`config.mk`:
```
export PLATFORM = sky130hd
export DESIGN_NAME = uart_rx_flat
export DESIGN_NICKNAME = d
export VERILOG_FILES = /design/src/rtl/uart_rx_if.sv /design/src/rtl/uart_rx.sv /design/src/flat_wrapper.sv
export SDC_FILE = /design/constraint.sdc
export NUM_CORES = 1
export LEC_CHECK = 0
export ABC_AREA = 0
export CAP_MARGIN = 20
export CORE_ASPECT_RATIO = 1.1
export CORE_MARGIN = 8
export CORE_UTILIZATION = 50
export DETAILED_ROUTE_END_ITERATION = 10
export PLACE_DENSITY_LB_ADDON = 0.2
export RECOVER_POWER = 50
export SETUP_SLACK_MARGIN = 0.1
export SYNTH_ARGS = -nofsm -noshare
export SYNTH_HDL_FRONTEND = slang
export SYNTH_SLANG_ARGS = --single-unit
```
`constraint.sdc`:
```
create_clock -name clk_in -period 2.6 [get_ports clk_in]
set_clock_uncertainty 0.2 [all_clocks]
set_input_delay 0.52 -clock clk_in [delete_from_list [all_inputs] [get_ports clk_in]]
set_output_delay 0.52 -clock clk_in [all_outputs]
set_load 0.03 [all_outputs]
```
`src/rtl/uart_rx_if.sv`:
```
// Receive-side UART bundle: serial line in, byte/strobes/busy out.
interface uart_rx_if;
  logic       rx;
  logic [7:0] data;
  logic       data_valid;
  logic       frame_err;
  logic       busy;

  // Receiver side: samples rx, produces the byte and strobes.
  modport slave  (input rx, output data, data_valid, frame_err, busy);
  // Line driver / consumer side.
  modport master (output rx, input data, data_valid, frame_err, busy);
endinterface

```
`src/rtl/uart_rx.sv`:
```
// 8N1 UART receiver with internal oversample tick divider.
// Start edge re-phases the divider; bits are sampled once at mid-bit.
module uart_rx #(
  parameter int CLK_FREQ   = 100_000_000,
  parameter int BAUD       = 9600,
  parameter int OVERSAMPLE = 16
) (
  input  logic     clk_in,
  input  logic     rst,
  uart_rx_if.slave bus
);
  localparam int TICK_DIV = CLK_FREQ / (BAUD * OVERSAMPLE);
  localparam int TW = (TICK_DIV > 1) ? $clog2(TICK_DIV) : 1;
  localparam int OW = $clog2(OVERSAMPLE);
  localparam int BW = $clog2(8);

  localparam logic [TW-1:0] TICK_LAST = TW'(TICK_DIV - 1);
  localparam logic [OW-1:0] OS_MID    = OW'(OVERSAMPLE / 2 - 1);
  localparam logic [OW-1:0] OS_LAST   = OW'(OVERSAMPLE - 1);
  localparam logic [BW-1:0] BIT_LAST  = BW'(7);

  typedef enum logic [2:0] {
    S_IDLE, S_START, S_DATA, S_STOP, S_WAIT_HIGH
  } state_t;

  logic          r_rx_meta, r_rx_s;
  logic [TW-1:0] r_tick_cnt;
  state_t        r_state;
  logic [OW-1:0] r_os_cnt;
  logic [BW-1:0] r_bit_cnt;
  logic [7:0]    r_shreg, r_data;
  logic          r_data_valid, r_frame_err;

  logic          w_tick, w_tick_clr;
  state_t        w_state_nxt;
  logic [OW-1:0] w_os_nxt;
  logic [BW-1:0] w_bit_nxt;
  logic [7:0]    w_shreg_nxt, w_data_nxt;
  logic          w_dv_nxt, w_fe_nxt;

  assign w_tick = (r_tick_cnt == TICK_LAST);

  // Two-flop synchronizer; idles high so reset never looks like a start edge.
  always_ff @(posedge clk_in) begin
    if (rst) begin
      r_rx_meta <= 1'b1;
      r_rx_s    <= 1'b1;
    end else begin
      r_rx_meta <= bus.rx;
      r_rx_s    <= r_rx_meta;
    end
  end

  // Oversample tick divider, re-zeroed on the start edge to align phase.
  always_ff @(posedge clk_in) begin
    if (rst || w_tick_clr || w_tick) r_tick_cnt <= '0;
    else                             r_tick_cnt <= r_tick_cnt + TW'(1);
  end

  // FSM, counters, shift register and output strobes.
  always_ff @(posedge clk_in) begin
    if (rst) begin
      r_state      <= S_IDLE;
      r_os_cnt     <= '0;
      r_bit_cnt    <= '0;
      r_shreg      <= '0;
      r_data       <= '0;
      r_data_valid <= 1'b0;
      r_frame_err  <= 1'b0;
    end else begin
      r_state      <= w_state_nxt;
      r_os_cnt     <= w_os_nxt;
      r_bit_cnt    <= w_bit_nxt;
      r_shreg      <= w_shreg_nxt;
      r_data       <= w_data_nxt;
      r_data_valid <= w_dv_nxt;
      r_frame_err  <= w_fe_nxt;
    end
  end

  // Next-state: count ticks within a bit, act only at the decision tick.
  always_comb begin
    w_state_nxt = r_state;
    w_os_nxt    = r_os_cnt;
    w_bit_nxt   = r_bit_cnt;
    w_shreg_nxt = r_shreg;
    w_data_nxt  = r_data;
    w_dv_nxt    = 1'b0;
    w_fe_nxt    = 1'b0;
    w_tick_clr  = 1'b0;
    case (r_state)
      S_IDLE: begin
        if (!r_rx_s) begin
          w_state_nxt = S_START;
          w_os_nxt    = '0;
          w_tick_clr  = 1'b1;
        end
      end
      S_START: begin
        if (w_tick) begin
          if (r_os_cnt == OS_MID) begin
            // Still low at mid start bit: real frame; otherwise a glitch.
            w_os_nxt    = '0;
            w_bit_nxt   = '0;
            w_state_nxt = r_rx_s ? S_IDLE : S_DATA;
          end else begin
            w_os_nxt = r_os_cnt + OW'(1);
          end
        end
      end
      S_DATA: begin
        if (w_tick) begin
          if (r_os_cnt == OS_LAST) begin
            w_shreg_nxt = {r_rx_s, r_shreg[7:1]};
            w_os_nxt    = '0;
            if (r_bit_cnt == BIT_LAST) begin
              w_bit_nxt   = '0;
              w_state_nxt = S_STOP;
            end else begin
              w_bit_nxt = r_bit_cnt + BW'(1);
            end
          end else begin
            w_os_nxt = r_os_cnt + OW'(1);
          end
        end
      end
      S_STOP: begin
        if (w_tick) begin
          if (r_os_cnt == OS_LAST) begin
            w_os_nxt = '0;
            if (r_rx_s) begin
              // Leaving at mid stop bit gives half a bit to catch a gapless start.
              w_data_nxt  = r_shreg;
              w_dv_nxt    = 1'b1;
              w_state_nxt = S_IDLE;
            end else begin
              w_fe_nxt    = 1'b1;
              w_state_nxt = S_WAIT_HIGH;
            end
          end else begin
            w_os_nxt = r_os_cnt + OW'(1);
          end
        end
      end
      S_WAIT_HIGH: begin
        // A held-low line (break) must not restart frames.
        if (r_rx_s) w_state_nxt = S_IDLE;
      end
      default: w_state_nxt = S_IDLE;
    endcase
  end

  assign bus.data       = r_data;
  assign bus.data_valid = r_data_valid;
  assign bus.frame_err  = r_frame_err;
  assign bus.busy       = (r_state != S_IDLE);
endmodule

```
`src/flat_wrapper.sv`:
```
// flat-port wrapper written by rule: the top's interface ports become plain ports
module uart_rx_flat 
#(
  parameter int CLK_FREQ   = 100_000_000,
  parameter int BAUD       = 9600,
  parameter int OVERSAMPLE = 16
)
  (clk_in, rst, bus_rx, bus_data, bus_data_valid, bus_frame_err, bus_busy);
  uart_rx_if bus_i ();
  input  logic clk_in;
  input  logic rst;
  input wire logic [$bits(bus_i.rx)-1:0] bus_rx;
  output wire logic [$bits(bus_i.data)-1:0] bus_data;
  output wire logic [$bits(bus_i.data_valid)-1:0] bus_data_valid;
  output wire logic [$bits(bus_i.frame_err)-1:0] bus_frame_err;
  output wire logic [$bits(bus_i.busy)-1:0] bus_busy;
  assign bus_i.rx = bus_rx;
  assign bus_data = bus_i.data;
  assign bus_data_valid = bus_i.data_valid;
  assign bus_frame_err = bus_i.frame_err;
  assign bus_busy = bus_i.busy;
  uart_rx #(.CLK_FREQ(CLK_FREQ), .BAUD(BAUD), .OVERSAMPLE(OVERSAMPLE)) u_core (.clk_in(clk_in), .rst(rst), .bus(bus_i));
endmodule
```
==> flow_summary.json <==
{
  "grt_antenna_before_repair": 0,
  "synth_seq_cells": 40,
  "grt_pass1_wl_mm": 6.03,
  "synth_edf_count": 0,
  "dieWidth_um": 72.1,
  "fin_setup_tns_ns": 0,
  "clkLatencyLatePin_ns": 0.35,
  "grt_setup_unrepaired": "true",
  "cp-start-kind": "flip-flop",
  "routedWlPerCell_um": 13.8,
  "setup_viol": 0,
  "finalCriticalPeriod_ns": 2.50,
  "fmax_mhz": 399,
  "holdCritPathClass": "reg2reg",
  "areaGrowthSynthToFinish_pct": 18.7,
  "num_vias": 1395,
  "yosys_warnings": 0,
  "crit_required_ns": 2.69,
  "grt_max_degree": 26,
  "ys_types": 39,
  "multi_input_area_um2": 893,
  "seq_power_share_pct": 54.3,
  "grtUsageTotal_pct": 13.4,
  "final_util_pct": 61.6,
  "htreeDepth": 2,
  "start_util_pct": 52.0,
  "combPwrFrac_pct": 8.6,
  "arrival_ns": 2.59,
  "seq_area_frac_synth_pct": 46.3,
  "ir_drop_mv": 0.499,
  "wirelength_mm": 3.59,
  "route.detailed.drc": 0,
  "viasPerCell": 5.37,
  "coreArea_mm2": 0.00333,
  "finalHoldViolCount": 0,
  "ys.flop_type": "dfxtp_1",
  "syn_avg_cell_area_um2": 9.06,
  "syn_area_mm2": 0.00173,
  "nFillCells": 302,
  "cts-root-buf": "clkbuf_4",
  "path_max_fanout": 4,
  "slew_violations": 0,
  "worstPathCellList": "or3b_4, or3_1, or4_4, or4b_4, a21oi_2",
  "cap_violations": 0,
  "timing_worst_setup_path_type": "reg2reg",
  "final.period_utilization_pct": 96.3,
  "p_leak_nw": 0.813,
  "slew_headroom_pct": 25.8,
  "cts_made_buffers": 5,
  "status": "completed",
  "core.rowCount": 22,
  "switching_share_pct": 24.4,
  "p_sw_mw": 0.288,
  "final_antenna_net_count": 0,
  "final_cell_mix": "dfxtp_1 (39), nor2_1 (30), mux2i_1 (16)",
  "clock_path_buffers": 2,
  "first_pass_iters": 4,
  "tightest_slew_ns": 1.11,
  "drt_iter0_drc": 60,
  "nets": 219,
  "portBuffers": 13,
  "ctsHoldBuffers": 0,
  "layout_commonest_cell": "dfxtp_1",
  "hpwlAfterDp_mm": 2.47,
  "crit_slowest_cell": "or4b_4",
  "netlist_instances": 191,
  "ios": 14,
  "clock_sinks": 40,
  "critPathCaptureType": "flip-flop",
  "dieArea_mm2": 0.00560,
  "drive_gt1_share_pct": 11.8,
  "seqCellArea_um2": 802,
  "globalplace.congestion": 0.806,
  "hold_ws_ns": 0.223,
  "cts_tree": "done",
  "path_clk_slew_ns": 0.12,
  "cpPeakStageDelay_ns": 0.53,
  "gr-total-overflow": 0,
  "syn_nets": 199,
  "antenna_cells": 0,
  "grt_pass1_vias": 1364,
  "die_y_um": 77.7,
  "total_power_mw": 1.18,
  "internal-power_mw": 0.891,
  "power_density_mw_per_mm2": 574,
  "synthArstFlopShare_pct": 0,
  "pwr-share-clk_pct": 37.1
}
==> power by group through the flow <==
| stage | sequential [mW] | clock (mW) | combinational (mW) |
|---|---|---|---|
| after global placement | 0.652 | 0 | 0.0949 |
| after CTS | 0.640 | 0.445 | 0.0972 |
| after detailed placement | 0.654 | 0 | 0.100 |
| final | 0.640 | 0.437 | 0.102 |
| after global routing | 0.642 | 0.468 | 0.116 |
| after floorplan | 0.642 | 0 | 0.0793 |
==> cell families (layout without fill, tap and decap cells) <==
kind of cell,Yosys count,count (layout),synth area share (%)
fa+ha+maj,5,5,3.62
compound gates,24,24,8.75
xor+xnor,9,9,4.56
mux,16,16,9.26
flops,40,40,46.3
buf+inv,15,36,3.33
simple gates,82,82,24.2
==> path summary, 6_finish.rpt <==
check / start / endpoint / slack, ns / cells past startpoint
worst max register to register: u_core.r_tick_cnt[6]$_SDFF_PP0_ / u_core.r_bit_cnt[1]$_SDFFE_PP0P_ / 0.1 / 5
worst max-delay path: u_core.r_tick_cnt[6]$_SDFF_PP0_ / u_core.r_bit_cnt[1]$_SDFFE_PP0P_ / 0.1 / 5
worst min register to register: u_core.r_rx_meta$_SDFF_PP1_ / u_core.r_rx_s$_SDFF_PP1_ / 0.22 / 1
worst min-delay path: u_core.r_rx_meta$_SDFF_PP1_ / u_core.r_rx_s$_SDFF_PP1_ / 0.22 / 1
==> worst max-delay path, delay by kind of cell (launching register included) <==
family	cells	cell delay [ns]
compound gates	1	0.14
flops	1	0.36
simple gates	4	1.74
==> repair_timing <==
action | 4_1_cts | 5_1_grt
resized for setup | 3 | 5
endpoints found under the hold margin | 0 | 0
endpoints found under the setup margin | 3 | 18
pin swaps | 1 | 0
setup buffers | 1 | 1
==> routing by layer <==
metal	share of wire (%)	GRT usage [%]	up-vias
li1	-	-	702
met1	45	15.1	670
met2	51	23.0	18
met3	3.0	5.14	5
met4	1.2	3.68	0
met5	0	0	-
==> area by class of cell <==
type	instances	share of cell area, %
repair buffers	21	8.84
clock inverters	2	1.89
inverters	7	1.28
well taps	48	2.93
multi-input cells	136	43.5
clock buffers	6	2.50
flip-flops and latches	40	39.1
==> state kept, by name (all words and copies together), names as in the netlist <==
signal / flops
u_core.r_os_cnt: 4
u_core.r_bit_cnt: 3
u_core.bus.data_valid: 1
u_core.r_shreg: 8
u_core.r_state: 3
u_core.r_rx_meta: 1
u_core.r_rx_s: 1
u_core.r_tick_cnt: 10
u_core.bus.data: 8
u_core.bus.frame_err: 1
==> stage by stage <==
stage	std cells	cell area, µm²	setup WS, ns
2_1_floorplan	191	1730	0.0454
3_3_place_gp	250	1930	0.116
3_5_place_dp	250	1930	0.0444
4_1_cts	259	2030	0.128
5_1_grt	260	2050	0.0192
6_report	260	2050	0.0954
==> cell usage after synthesis, types with 2 or more instances <==
library cell,number,area share [%]
dfxtp_1,40,46
nor2_1,30,6.5
mux2i_1,16,9.3
nand2_1,13,2.8
a21oi_1,10,2.9
nand3_1,10,2.9
clkbuf_1,7,1.5
inv_1,7,1.5
xor2_1,7,3.5
ha_1,5,3.6
or3_1,5,1.8
or2_2,4,1.4
and3_1,3,1.1
o21ai_0,3,0.87
nor2b_1,2,0.72
nor3_1,2,0.58
nor4_1,2,0.72
o211ai_1,2,0.87
or4b_1,2,1.2
xnor2_1,2,1.0
(Power assumes the default switching activity.)
